===== src/rtl/alu_cmd_sender_if.sv =====
// ---------------------------------------------------------------------------
// alu_cmd_sender_if
//   Byte-level link between the command-frame sender and uart_basic.
//
//   tx_data  [7:0] byte to transmit
//   tx_start       one-cycle send strobe
//   tx_busy        transmitter busy
//   rx_data  [7:0] received byte
//   rx_ready       one-cycle strobe, rx_data valid
//
//   master : the frame sender (drives tx_data/tx_start)
//   slave  : the UART side (drives tx_busy/rx_data/rx_ready)
// ---------------------------------------------------------------------------
interface alu_cmd_sender_if;
    logic [7:0] tx_data;
    logic       tx_start;
    logic       tx_busy;
    logic [7:0] rx_data;
    logic       rx_ready;

    modport master (
        output tx_data,
        output tx_start,
        input  tx_busy,
        input  rx_data,
        input  rx_ready
    );

    modport slave (
        input  tx_data,
        input  tx_start,
        output tx_busy,
        output rx_data,
        output rx_ready
    );
endinterface


===== src/rtl/alu_cmd_sender.sv =====
// ---------------------------------------------------------------------------
// alu_cmd_sender
//   Command-frame initiator for the UART calculator link. On an accepted
//   start it sends five bytes (op1 lo/hi, op2 lo/hi, opcode) through the
//   uart_basic byte interface, then collects the two-byte result reply.
//   A reply that stalls for TIMEOUT_CYCLES cycles aborts with a timeout.
//
// Ports
//   CLK100MHZ         clock, rising edge
//   CPU_RESETN        asynchronous active-low reset
//   start             one-cycle frame request, ignored while busy
//   op1, op2 [15:0]   operands, captured on accepted start
//   alu_ctrl [2:0]    opcode, captured on accepted start
//   uart              byte link to uart_basic (master side)
//   busy              accepted start .. result_valid/timeout pulse
//   result   [15:0]   last complete reply, held otherwise
//   result_valid      one-cycle pulse when result updates
//   timeout           one-cycle pulse on reply timeout
//   state    [3:0]    FSM encoding for LED debug
//
// State | Meaning
// ------+-----------------------------------------------------------
// IDLE  | waiting for start
// SEND  | strobe byte idx once tx_busy is low
// W_RISE| wait for the UART to report busy
// W_FALL| wait for the UART to finish; advance idx
// RX_LO | wait for reply low byte (timed)
// RX_HI | wait for reply high byte (timed)
// DONE  | one-cycle result_valid
// TOUT  | one-cycle timeout
// ---------------------------------------------------------------------------
module alu_cmd_sender #(
    parameter int TIMEOUT_CYCLES = 10_000_000
) (
    input  logic              CLK100MHZ,
    input  logic              CPU_RESETN,
    input  logic              start,
    input  logic [15:0]       op1,
    input  logic [15:0]       op2,
    input  logic [2:0]        alu_ctrl,
    alu_cmd_sender_if.master  uart,
    output logic              busy,
    output logic [15:0]       result,
    output logic              result_valid,
    output logic              timeout,
    output logic [3:0]        state
);

    localparam int CNT_W = (TIMEOUT_CYCLES > 1) ? $clog2(TIMEOUT_CYCLES) : 1;
    localparam logic [CNT_W-1:0] CNT_LAST = CNT_W'(TIMEOUT_CYCLES - 1);
    localparam logic [2:0] LAST_IDX = 3'd4;

    typedef enum logic [2:0] {
        ST_IDLE      = 3'd0,
        ST_SEND      = 3'd1,
        ST_WAIT_RISE = 3'd2,
        ST_WAIT_FALL = 3'd3,
        ST_RX_LO     = 3'd4,
        ST_RX_HI     = 3'd5,
        ST_DONE      = 3'd6,
        ST_TOUT      = 3'd7
    } state_e;

    state_e           state_q, state_d;
    logic [2:0]       idx_q, idx_d;
    logic [15:0]      op1_q, op1_d;
    logic [15:0]      op2_q, op2_d;
    logic [2:0]       alu_q, alu_d;
    logic [7:0]       tx_data_q, tx_data_d;
    logic [7:0]       lo_q, lo_d;
    logic [15:0]      result_q, result_d;
    logic [CNT_W-1:0] cnt_q, cnt_d;

    logic [7:0]       frame_byte;
    logic             tx_start_c;
    logic             cnt_expired;

    always_comb begin
        case (idx_q)
            3'd0:    frame_byte = op1_q[7:0];
            3'd1:    frame_byte = op1_q[15:8];
            3'd2:    frame_byte = op2_q[7:0];
            3'd3:    frame_byte = op2_q[15:8];
            default: frame_byte = {5'b0, alu_q};
        endcase
    end

    assign cnt_expired = (cnt_q == CNT_LAST);

    always_comb begin
        state_d    = state_q;
        idx_d      = idx_q;
        op1_d      = op1_q;
        op2_d      = op2_q;
        alu_d      = alu_q;
        tx_data_d  = tx_data_q;
        lo_d       = lo_q;
        result_d   = result_q;
        cnt_d      = cnt_q;
        tx_start_c = 1'b0;

        case (state_q)
            ST_IDLE: begin
                if (start) begin
                    op1_d   = op1;
                    op2_d   = op2;
                    alu_d   = alu_ctrl;
                    idx_d   = 3'd0;
                    state_d = ST_SEND;
                end
            end
            ST_SEND: begin
                // Never strobe into a transmitter that is still busy.
                if (!uart.tx_busy) begin
                    tx_start_c = 1'b1;
                    tx_data_d  = frame_byte;
                    state_d    = ST_WAIT_RISE;
                end
            end
            ST_WAIT_RISE: begin
                if (uart.tx_busy) begin
                    state_d = ST_WAIT_FALL;
                end
            end
            ST_WAIT_FALL: begin
                if (!uart.tx_busy) begin
                    idx_d = idx_q + 3'd1;
                    if (idx_q == LAST_IDX) begin
                        cnt_d   = '0;
                        state_d = ST_RX_LO;
                    end else begin
                        state_d = ST_SEND;
                    end
                end
            end
            ST_RX_LO: begin
                // A byte arriving on the last timed cycle still counts.
                if (uart.rx_ready) begin
                    lo_d    = uart.rx_data;
                    cnt_d   = '0;
                    state_d = ST_RX_HI;
                end else if (cnt_expired) begin
                    state_d = ST_TOUT;
                end else begin
                    cnt_d = cnt_q + CNT_W'(1);
                end
            end
            ST_RX_HI: begin
                if (uart.rx_ready) begin
                    result_d = {uart.rx_data, lo_q};
                    state_d  = ST_DONE;
                end else if (cnt_expired) begin
                    state_d = ST_TOUT;
                end else begin
                    cnt_d = cnt_q + CNT_W'(1);
                end
            end
            ST_DONE: state_d = ST_IDLE;
            ST_TOUT: state_d = ST_IDLE;
            default: state_d = ST_IDLE;
        endcase
    end

    always_ff @(posedge CLK100MHZ or negedge CPU_RESETN) begin
        if (!CPU_RESETN) begin
            state_q   <= ST_IDLE;
            idx_q     <= 3'd0;
            op1_q     <= 16'd0;
            op2_q     <= 16'd0;
            alu_q     <= 3'd0;
            tx_data_q <= 8'd0;
            lo_q      <= 8'd0;
            result_q  <= 16'd0;
            cnt_q     <= '0;
        end else begin
            state_q   <= state_d;
            idx_q     <= idx_d;
            op1_q     <= op1_d;
            op2_q     <= op2_d;
            alu_q     <= alu_d;
            tx_data_q <= tx_data_d;
            lo_q      <= lo_d;
            result_q  <= result_d;
            cnt_q     <= cnt_d;
        end
    end

    // The strobed byte is presented in the strobe cycle itself; between
    // strobes the register keeps the last byte sent.
    assign uart.tx_start = tx_start_c;
    assign uart.tx_data  = tx_start_c ? frame_byte : tx_data_q;

    assign busy         = (state_q != ST_IDLE);
    assign result       = result_q;
    assign result_valid = (state_q == ST_DONE);
    assign timeout      = (state_q == ST_TOUT);
    assign state        = {1'b0, state_q};

endmodule


===== src/flat_wrapper.sv =====
// flat-port wrapper written by rule: the top's interface ports become plain ports
module alu_cmd_sender_flat 
#(
    parameter int TIMEOUT_CYCLES = 10_000_000
)
  (CLK100MHZ, CPU_RESETN, start, op1, op2, alu_ctrl, busy, result, result_valid, timeout, state, uart_tx_data, uart_tx_start, uart_tx_busy, uart_rx_data, uart_rx_ready);
  alu_cmd_sender_if uart_i ();
  input  logic CLK100MHZ;
  input  logic CPU_RESETN;
  input  logic start;
  input  logic [15:0] op1;
  input  logic [15:0] op2;
  input  logic [2:0] alu_ctrl;
  output logic busy;
  output logic [15:0] result;
  output logic result_valid;
  output logic timeout;
  output logic [3:0] state;
  output wire logic [$bits(uart_i.tx_data)-1:0] uart_tx_data;
  output wire logic [$bits(uart_i.tx_start)-1:0] uart_tx_start;
  input wire logic [$bits(uart_i.tx_busy)-1:0] uart_tx_busy;
  input wire logic [$bits(uart_i.rx_data)-1:0] uart_rx_data;
  input wire logic [$bits(uart_i.rx_ready)-1:0] uart_rx_ready;
  assign uart_tx_data = uart_i.tx_data;
  assign uart_tx_start = uart_i.tx_start;
  assign uart_i.tx_busy = uart_tx_busy;
  assign uart_i.rx_data = uart_rx_data;
  assign uart_i.rx_ready = uart_rx_ready;
  alu_cmd_sender #(.TIMEOUT_CYCLES(TIMEOUT_CYCLES)) u_core (.CLK100MHZ(CLK100MHZ), .CPU_RESETN(CPU_RESETN), .start(start), .op1(op1), .op2(op2), .alu_ctrl(alu_ctrl), .uart(uart_i), .busy(busy), .result(result), .result_valid(result_valid), .timeout(timeout), .state(state));
endmodule

===== config.mk =====
export PLATFORM = sky130hd
export DESIGN_NAME = alu_cmd_sender_flat
export DESIGN_NICKNAME = d
export VERILOG_FILES = /design/src/rtl/alu_cmd_sender_if.sv /design/src/rtl/alu_cmd_sender.sv /design/src/flat_wrapper.sv
export SDC_FILE = /design/constraint.sdc
export NUM_CORES = 1
export LEC_CHECK = 0
export CAP_MARGIN = 5
export CORE_UTILIZATION = 56
export CTS_CLUSTER_DIAMETER = 150
export DETAILED_ROUTE_END_ITERATION = 10
export PLACE_DENSITY_LB_ADDON = 0.08
export SLEW_MARGIN = 20
export SYNTH_ARGS = -nofsm -noshare
export SYNTH_HDL_FRONTEND = slang
export SYNTH_SLANG_ARGS = --single-unit

===== constraint.sdc =====
create_clock -name CLK100MHZ -period 3.07 [get_ports CLK100MHZ]
set_input_delay 0.4605 -clock CLK100MHZ [delete_from_list [all_inputs] [get_ports CLK100MHZ]]
set_output_delay 0.4605 -clock CLK100MHZ [all_outputs]
set_load 0.02 [all_outputs]

Word level (Yosys, flattened, before mapping). Index checks and enable logic that the tools add are counted.

Bits in registers: 97. Bits of input ports: 48. Output and inout bits: 32. Word-level logic and storage cells: 65.

$add $sub $neg: 2. Equal/unequal tests: 18. Multiplexer cells: 22. Bitwise logic cells: 1. Reduce and logical (&&, ||, !) cells: 13.

Operator list (number): 24-bit two-way mux (5); 24-bit one-hot mux with 3 select lines (1); 8-bit one-hot mux with 4 select lines (1); 3-bit two-way mux (10); 24-bit by 1-bit adder with 24-bit output, second input constant (1); 24-bit == test, second input constant (1); 3-bit one-hot mux with 7 select lines (1); 3-bit == test, second input constant (5); 3-bit by 2-bit == test with 1-bit output, second input constant (4); 2-bit != test, second input constant (5); 8-bit two-way mux (1); 2-bit AND reduction (4); 4-bit AND reduction (2); 3-bit by 1-bit == test with 1-bit output, second input constant (2); 3-bit logical NOT (2); 3-bit one-hot mux with 2 select lines (1); 3-bit nonzero test (2); 3-bit by 1-bit adder with 3-bit output, second input constant (1); 3-bit AND reduction (1); 1-bit two-way mux (2); 2-bit by 1-bit != test with 1-bit output, second input constant (1); 2-bit nonzero test (1); 2-bit OR reduction (1); 1-bit inverter (1).

Depth between registers and ports, before layout. Gate-level depths: netlist (run 1).

Depth in word-level cells: 4. Mapped depth: 8. Mapped depth without buffers: 7.

Least setup slack after synthesis (run 1). Ideal clock, no wire load.

Path kind: reg-to-output. Start point: register u_core.state_q[0]. End point: output uart_tx_data[0]. Arrival: 1806 ps. Required time: 2609 ps. Path slack: 804 ps. Stages on the path, launching flop included: 7. Buffers on the path: 2. Cell sequence: dfrtp_1 -> buf_2 -> inv_1 -> nor2_1 -> nand2_1 -> clkbuf_1 -> o21ai_0.

Longest elaborated chain between the ends: 3.

RTL lines: from (decl) (line alu_cmd_sender.sv:64) `state_e state_q, state_d;`; from (signal assigned) (line alu_cmd_sender.sv:176) `state_q <= state_d;`; 3-bit by 1-bit == test with 1-bit output (line alu_cmd_sender.sv:102) `case (state_q)`; 1-bit two-way mux (line alu_cmd_sender.sv:102); 8-bit two-way mux (line alu_cmd_sender.sv:191) `assign uart.tx_data = tx_start_c ? frame_byte : tx_data_q;`; to (decl) (line flat_wrapper.sv:19) `output wire logic [$bits(uart_i.tx_data)-1:0] uart_tx_data;`.

No other way between the ends.

Final worst setup path (run 1).
Start point: input uart_tx_busy. End point: output uart_tx_data[5].

Longest elaborated chain between the ends: 3.

RTL lines: from (decl) (line flat_wrapper.sv:21) `input wire logic [$bits(uart_i.tx_busy)-1:0] uart_tx_busy;`; 1-bit two-way mux (line alu_cmd_sender.sv:114) `if (!uart.tx_busy) begin`; 1-bit two-way mux (line alu_cmd_sender.sv:102); 8-bit two-way mux (line alu_cmd_sender.sv:191).

No other way between the ends.

==> flow_summary.yaml, run 1 <==
run_status:
  status: "finished, final reports clean"
logic_synthesis:
  synth_top_area_frac: 0.548
  yosys.area.top_type: "dfrtp_1"
  yosysWarningCount: 0
  yosys_register_bits: 97
  synth_area_um2: 4430
  ys.flop_type: "dfrtp_1"
  syn_nets: 432
  async_reset_ff_frac: 1.00
  synthesis.instances: 378
  synthTopCellsByArea: "dfrtp_1 (55%), mux2_2 (15%), a22oi_1 (2.7%), nand2_1 (2.4%), a21oi_1 (2.0%)"
  syn_area_per_cell_um2: 11.7
  synth_seq_area_share: 0.548
  synth.distinct_cells: 50
  synth-edff-count: 0
cells_and_area:
  nets: 508
  fin_cells: 561
  layout_commonest_cell: "dfrtp_1"
  final_cell_mix: "dfrtp_1 (97), clkdlybuf4s50_1 (74), mux2_2 (59), nand2_1 (28)"
  post-route-cell-area_um2: 5490
  drive_above_1_share: 0.198
  antenna_cells: 0
  area_growth_pct: 23.9
floorplanning:
  die_h_um: 90.9
  initial_core_util: 0.576
  rows: 32
  core_um2: 7690
  die_area_um2: 8270
  ios: 80
  die_w_um: 90.9
place:
  gp_congestion: 0.798
  dp.cells: 545
  hpwlAfterDp_um: 6430
  numPortBuffers: 78
  place_area_um2: 5300
clock_network:
  root_buffer: "clkbuf_8"
  cts_sinks: 97
  numCtsBuffers: 9
  post-cts-setup-buffers: 0
  clk-insertion-delay-late_ns: 0.37
  clk_pin_slew_worst_paths_ns: 0.10
  htreeDepth: 3
  cts_tree: "yes"
  cts_buffer_depth: 2
  cts_hold_buf: 0
worst_setup_path:
  r2r_cells: 5
  path_delay_family: "buffers and inverters"
  crit_required_ns: 2.61
  arrival_ns: 2.44
  crit_slowest_cell: "clkdlybuf4s50_1"
  cp-end-kind: "output port"
  worstSetupPathType: "in -> out"
  critPathMaxFanout: 5
  slowest_delay_ns: 0.61
  cp.depth: 6
  cp-start-kind: "input pin"
  worstPathCellList: "clkdlybuf4s50_1 -> nor2_1 -> nand2_1 -> nor2_1 -> a22o_1 -> clkdlybuf4s50_1"
  critPathBufInv: 2
drt:
  drc: 0
  wl_per_cell_um: 16.4
  vias_per_cell: 5.73
  vias: 3216
  totalWireLength_um: 9170
  antenna_left: 0
  dr.first_iter.drc_count: 129
  detail_route.first_pass.iterations: 4
global_routing:
  grt_pass1_vias: 3333
  top_usage_layer: "met2"
  grt_max_degree: 49
  antenna_found_initial: 0
  grt.met2_usage: 0.390
  track_usage: 0.246
  use_met1: 0.331
  met3_usage: 0.0678
  grt_first_pass_wirelength_um: 16000
  grt_overflow_total: 0
timing:
  slew_headroom: 0.561
  finClkSkew_ns: 0.00972
  tns_ns: 0
  drv_slew: 0
  hold_viol_final: 0
  worst_slew_pin_slew_ns: 0.655
  rsz0062_at_grt: "false"
  setup_violations: 0
  finalCritPeriodShare: 0.944
  fin_crit_ns: 2.90
  max_freq_mhz: 345
pwr:
  p_leak_nw: 2.46
  power_mw: 4.38
  peakVddDrop_uv: 416
  power_density_nw_per_um2: 797
min_path:
  hp-class: "in -> async"
run:
  maxCapViolCount: 0
-- state kept, by name, indices dropped and copies added (netlist names) --
register and cells:
u_core.alu_q 3, u_core.cnt_q 24, u_core.idx_q 3, u_core.lo_q 8, u_core.op1_q 16, u_core.op2_q 16, u_core.result 16, u_core.state_q 3
u_core.tx_data_q 8
-- timing repair --
| item | 4_1_cts | 5_1_grt |
|---|---|---|
| gates resized for setup | 2 | 3 |
| cloned | 0 | 0 |
| endpoints found under the setup margin | 3 | 3 |
| pin swaps | 0 | 0 |
-- power breakdown --
| part | total, mW | internal (mW) | switching [mW] |
|---|---|---|---|
| combinational | 1.62 | 0.847 | 0.772 |
| sequential | 1.97 | 1.70 | 0.270 |
| clock | 0.782 | 0.309 | 0.473 |
-- per-stage QoR --
step	util	hold WS [ns]	setup WS, ns
2_1_floorplan	-	0.165	0.804
3_5_place_dp	0.689	0.489	0.161
5_1_grt	0.714	0.121	0.0504
4_1_cts	0.713	0.102	0.0373
3_3_place_gp	0.689	0.479	0.186
6_report	0.714	0.0928	0.171
-- per-layer routing --
metal	share of wire	routed length, um
met2	0.46	4220
met4	0.016	144
met5	0	0
met3	0.056	518
met1	0.47	4290
-- final timing paths --
path | slack, ns | start | endpoint
max | 0.17 | uart_tx_busy | uart_tx_data[5]
min | 0.09 | CPU_RESETN | u_core.op1_q[12]$_DFFE_PN0P_
max reg2reg | 0.80 | u_core.state_q[1]$_DFFE_PN0P_ | u_core.cnt_q[23]$_DFFE_PN0P_
min reg2reg | 0.50 | u_core.tx_data_q[1]$_DFFE_PN0P_ | u_core.tx_data_q[1]$_DFFE_PN0P_
max in group asynchronous | 2.20 | CPU_RESETN | u_core.op1_q[11]$_DFFE_PN0P_
min in group CLK100MHZ | 0.50 | u_core.tx_data_q[1]$_DFFE_PN0P_ | u_core.tx_data_q[1]$_DFFE_PN0P_
-- worst reg2reg max path: cells and delay by family, from the launching register on --
| kind | cells | cell delay, ns |
|---|---|---|
| DFF | 1 | 0.61 |
| AOI/OAI and AO/OA | 1 | 0.36 |
| and+or+nand+nor | 4 | 1.24 |
-- cell usage after synthesis, types with 2 or more instances --
| library cell | instances |
|---|---|
| o21ai_0 | 18 |
| or4_1 | 3 |
| buf_2 | 5 |
| o211ai_1 | 4 |
| nand2_1 | 28 |
| mux2_2 | 59 |
| nand3_1 | 12 |
| and3_1 | 8 |
| and4_1 | 5 |
| ha_1 | 6 |
| o41ai_1 | 2 |
| dfrtp_1 | 97 |
| xnor2_1 | 2 |
| a22o_1 | 7 |
| and2_1 | 3 |
| nor2_1 | 13 |
| inv_1 | 11 |
| nand4_1 | 6 |
| a22oi_1 | 16 |
| clkbuf_1 | 11 |
| o31ai_1 | 2 |
| a21oi_1 | 18 |
| or3_1 | 9 |
| xor2_1 | 7 |
-- layout make-up --
| type | count | area, um2 |
|---|---|---|
| clock buffers | 9 | 124 |
| multi-input cells | 251 | 1880 |
| clock inverters | 7 | 58.8 |
| well taps | 102 | 128 |
| repair buffers | 84 | 831 |
| flip-flops and latches | 97 | 2430 |
| inverters | 11 | 41.3 |
| fillers | 589 | 2200 |
-- cell families after synthesis --
kind of cell | after synthesis | synth area share
flip-flops | 97 | 0.548
AND/OR/NAND/NOR | 100 | 0.124
multiplexers | 59 | 0.150
other | 1 | 0.000846
AO/OA/AOI/OAI | 76 | 0.113
buffers and inverters | 30 | 0.0297
adder cells (fa/ha/maj) | 6 | 0.0169
XOR/XNOR | 9 | 0.0178
No activity file was read; power rests on OpenSTA's default activity.
==> run 2, diff against run 1 <==
- CORE_UTILIZATION: 56 -> 40
==> run 2 against run 1 <==
The run now ends with design-rule violations left; sequential cell count stayed put; design area grew 1.1%; sequential share of layout area down 0.48 points; largest cell class unchanged; critical endpoint is now uart_tx_data[0]; die area rose by 39%; highest routed layer unchanged; utilization shrank 20 points; cell count is 7.5% higher; sequential power is essentially flat.
==> flow_summary.yaml, run 2 (synthesis gave the netlist of run 1 again) <==
global_routing:
  grt_first_pass_wirelength_um: 16500
  grt_overflow_total: 0
  track_usage: 0.188
  grt_pass1_vias: 3259
  use_met1: 0.227
  met3_usage: 0.0711
  antenna_found_initial: 0
  grt_max_degree: 47
  grt.met2_usage: 0.317
  top_usage_layer: "met2"
cells_and_area:
  nets: 513
  antenna_cells: 0
  largest_register_ffs: 24
  final_cell_mix: "dfrtp_1 (97), clkdlybuf4s50_1 (75), mux2_2 (59), nand2_1 (28)"
  regMostFlops: "u_core.cnt_q"
  area_growth_pct: 25.3
  layout_commonest_cell: "dfrtp_1"
  drive_above_1_share: 0.203
worst_setup_path:
  critPathMaxFanout: 8
  crit_required_ns: 2.61
  arrival_ns: 2.41
  cp-end-kind: "output port"
  r2r_cells: 7
  cp-start-kind: "flop"
  worstSetupPathType: "reg -> out"
clock_network:
  cts_sinks: 97
  cts_buffer_depth: 2
  clk-insertion-delay-late_ns: 0.37
  clk_pin_slew_worst_paths_ns: 0.09
  cts_tree: "yes"
  numCtsBuffers: 9
  htreeDepth: 3
  root_buffer: "clkbuf_8"
  cts_hold_buf: 0
timing:
  fin_crit_ns: 2.87
  rsz0062_at_grt: "false"
  drv_slew: 0
  worst_slew_pin_slew_ns: 0.595
  setup_violations: 0
  hold_viol_final: 0
  finalCritPeriodShare: 0.936
  max_freq_mhz: 348
  slew_headroom: 0.603
  finClkSkew_ns: 0.0119
  tns_ns: 0
drt:
  vias: 3201
  antenna_left: 0
  totalWireLength_um: 9800
  vias_per_cell: 5.31
  wl_per_cell_um: 16.3
  drc: 1
  detail_route.first_pass.iterations: 8
  dr.first_iter.drc_count: 210
run_status:
  status: "finished, violations left"
  violations: "design-rule violations"
floorplanning:
  ios: 80
  die_w_um: 107
  die_area_um2: 11500
  rows: 38
  initial_core_util: 0.411
  die_h_um: 107
  core_um2: 10800
pwr:
  power.clock.fraction: 0.168
  swShare: 0.338
  p_int_mw: 2.88
  power_mw: 4.35
  power_frac_comb: 0.382
  p_leak_nw: 2.46
  peakVddDrop_uv: 497
  p_switching_mw: 1.47
  seq_power_share: 0.450
  power_density_nw_per_um2: 784
min_path:
  hp-class: "in -> async"
place:
  numPortBuffers: 78
  gp_congestion: 0.793
  hpwlAfterDp_um: 6830
run:
  maxCapViolCount: 0
## run 2: cell type report
| type | instances | area [um2] |
|---|---|---|
| sequential | 97 | 2430 |
| multi-input combinational | 251 | 1880 |
| clock inverter | 3 | 17.5 |
| tap | 140 | 175 |
| fill | 1002 | 5240 |
| inverter | 11 | 41.3 |
| clock buffer | 12 | 145 |
| timing repair buffer | 89 | 866 |
## run 2: what timing repair did
action                                  CTS  global route
endpoints found under the setup margin    0             3
gates resized for setup                   0             5
endpoints found under the hold margin     0             0
buffers inserted                          0             0
## run 2: critical path, stage by stage, from the launching register on
cell and delay, ns:
dfrtp_1 0.43, ha_1 0.17, ha_2 0.28, a22oi_1 0.12
a21oi_1 0.16, a21oi_1 0.05, o21ai_0 0.19, clkdlybuf4s50_1 0.63
## run 2: final timing paths
kind	startpoint	end	slack (ns)
max	u_core.idx_q[0]$_DFFE_PN0P_	uart_tx_data[0]	0.20
min	CPU_RESETN	u_core.op1_q[4]$_DFFE_PN0P_	0.08
max reg2reg	u_core.idx_q[0]$_DFFE_PN0P_	u_core.cnt_q[23]$_DFFE_PN0P_	0.81
min reg2reg	u_core.tx_data_q[0]$_DFFE_PN0P_	u_core.tx_data_q[0]$_DFFE_PN0P_	0.50
max in group asynchronous	CPU_RESETN	u_core.op1_q[7]$_DFFE_PN0P_	2.19
min in group CLK100MHZ	u_core.tx_data_q[0]$_DFFE_PN0P_	u_core.tx_data_q[0]$_DFFE_PN0P_	0.50
## run 2: per-stage QoR
step	utilization	instance area (um2)	hold WS [ns]	worst slack (ns)	instances
final	0.514	5550	0.0834	0.195	603
after global routing	0.514	5550	0.103	0.0481	603
after CTS	0.513	5540	0.0896	0.0315	603
after detailed placement	0.498	5380	0.484	0.280	588
after global placement	0.498	5380	0.481	0.340	588
after floorplan	-	4430	0.165	0.804	378
## run 2: power by group through the flow
stage	Sequential [mW]	Clock, mW	Combinational (mW)
final	1.96	0.732	1.66
after detailed placement	1.99	0	1.69
after floorplan	2.00	0	0.993
after global routing	2.01	0.813	1.83
after global placement	1.97	0	1.65
after CTS	1.96	0.774	1.69
## run 2: metal layers
layer	vias to the layer above	routed length [um]
met5	-	0
met4	0	89
met3	7	557
met2	68	4940
met1	1597	4210
li1	1529	-
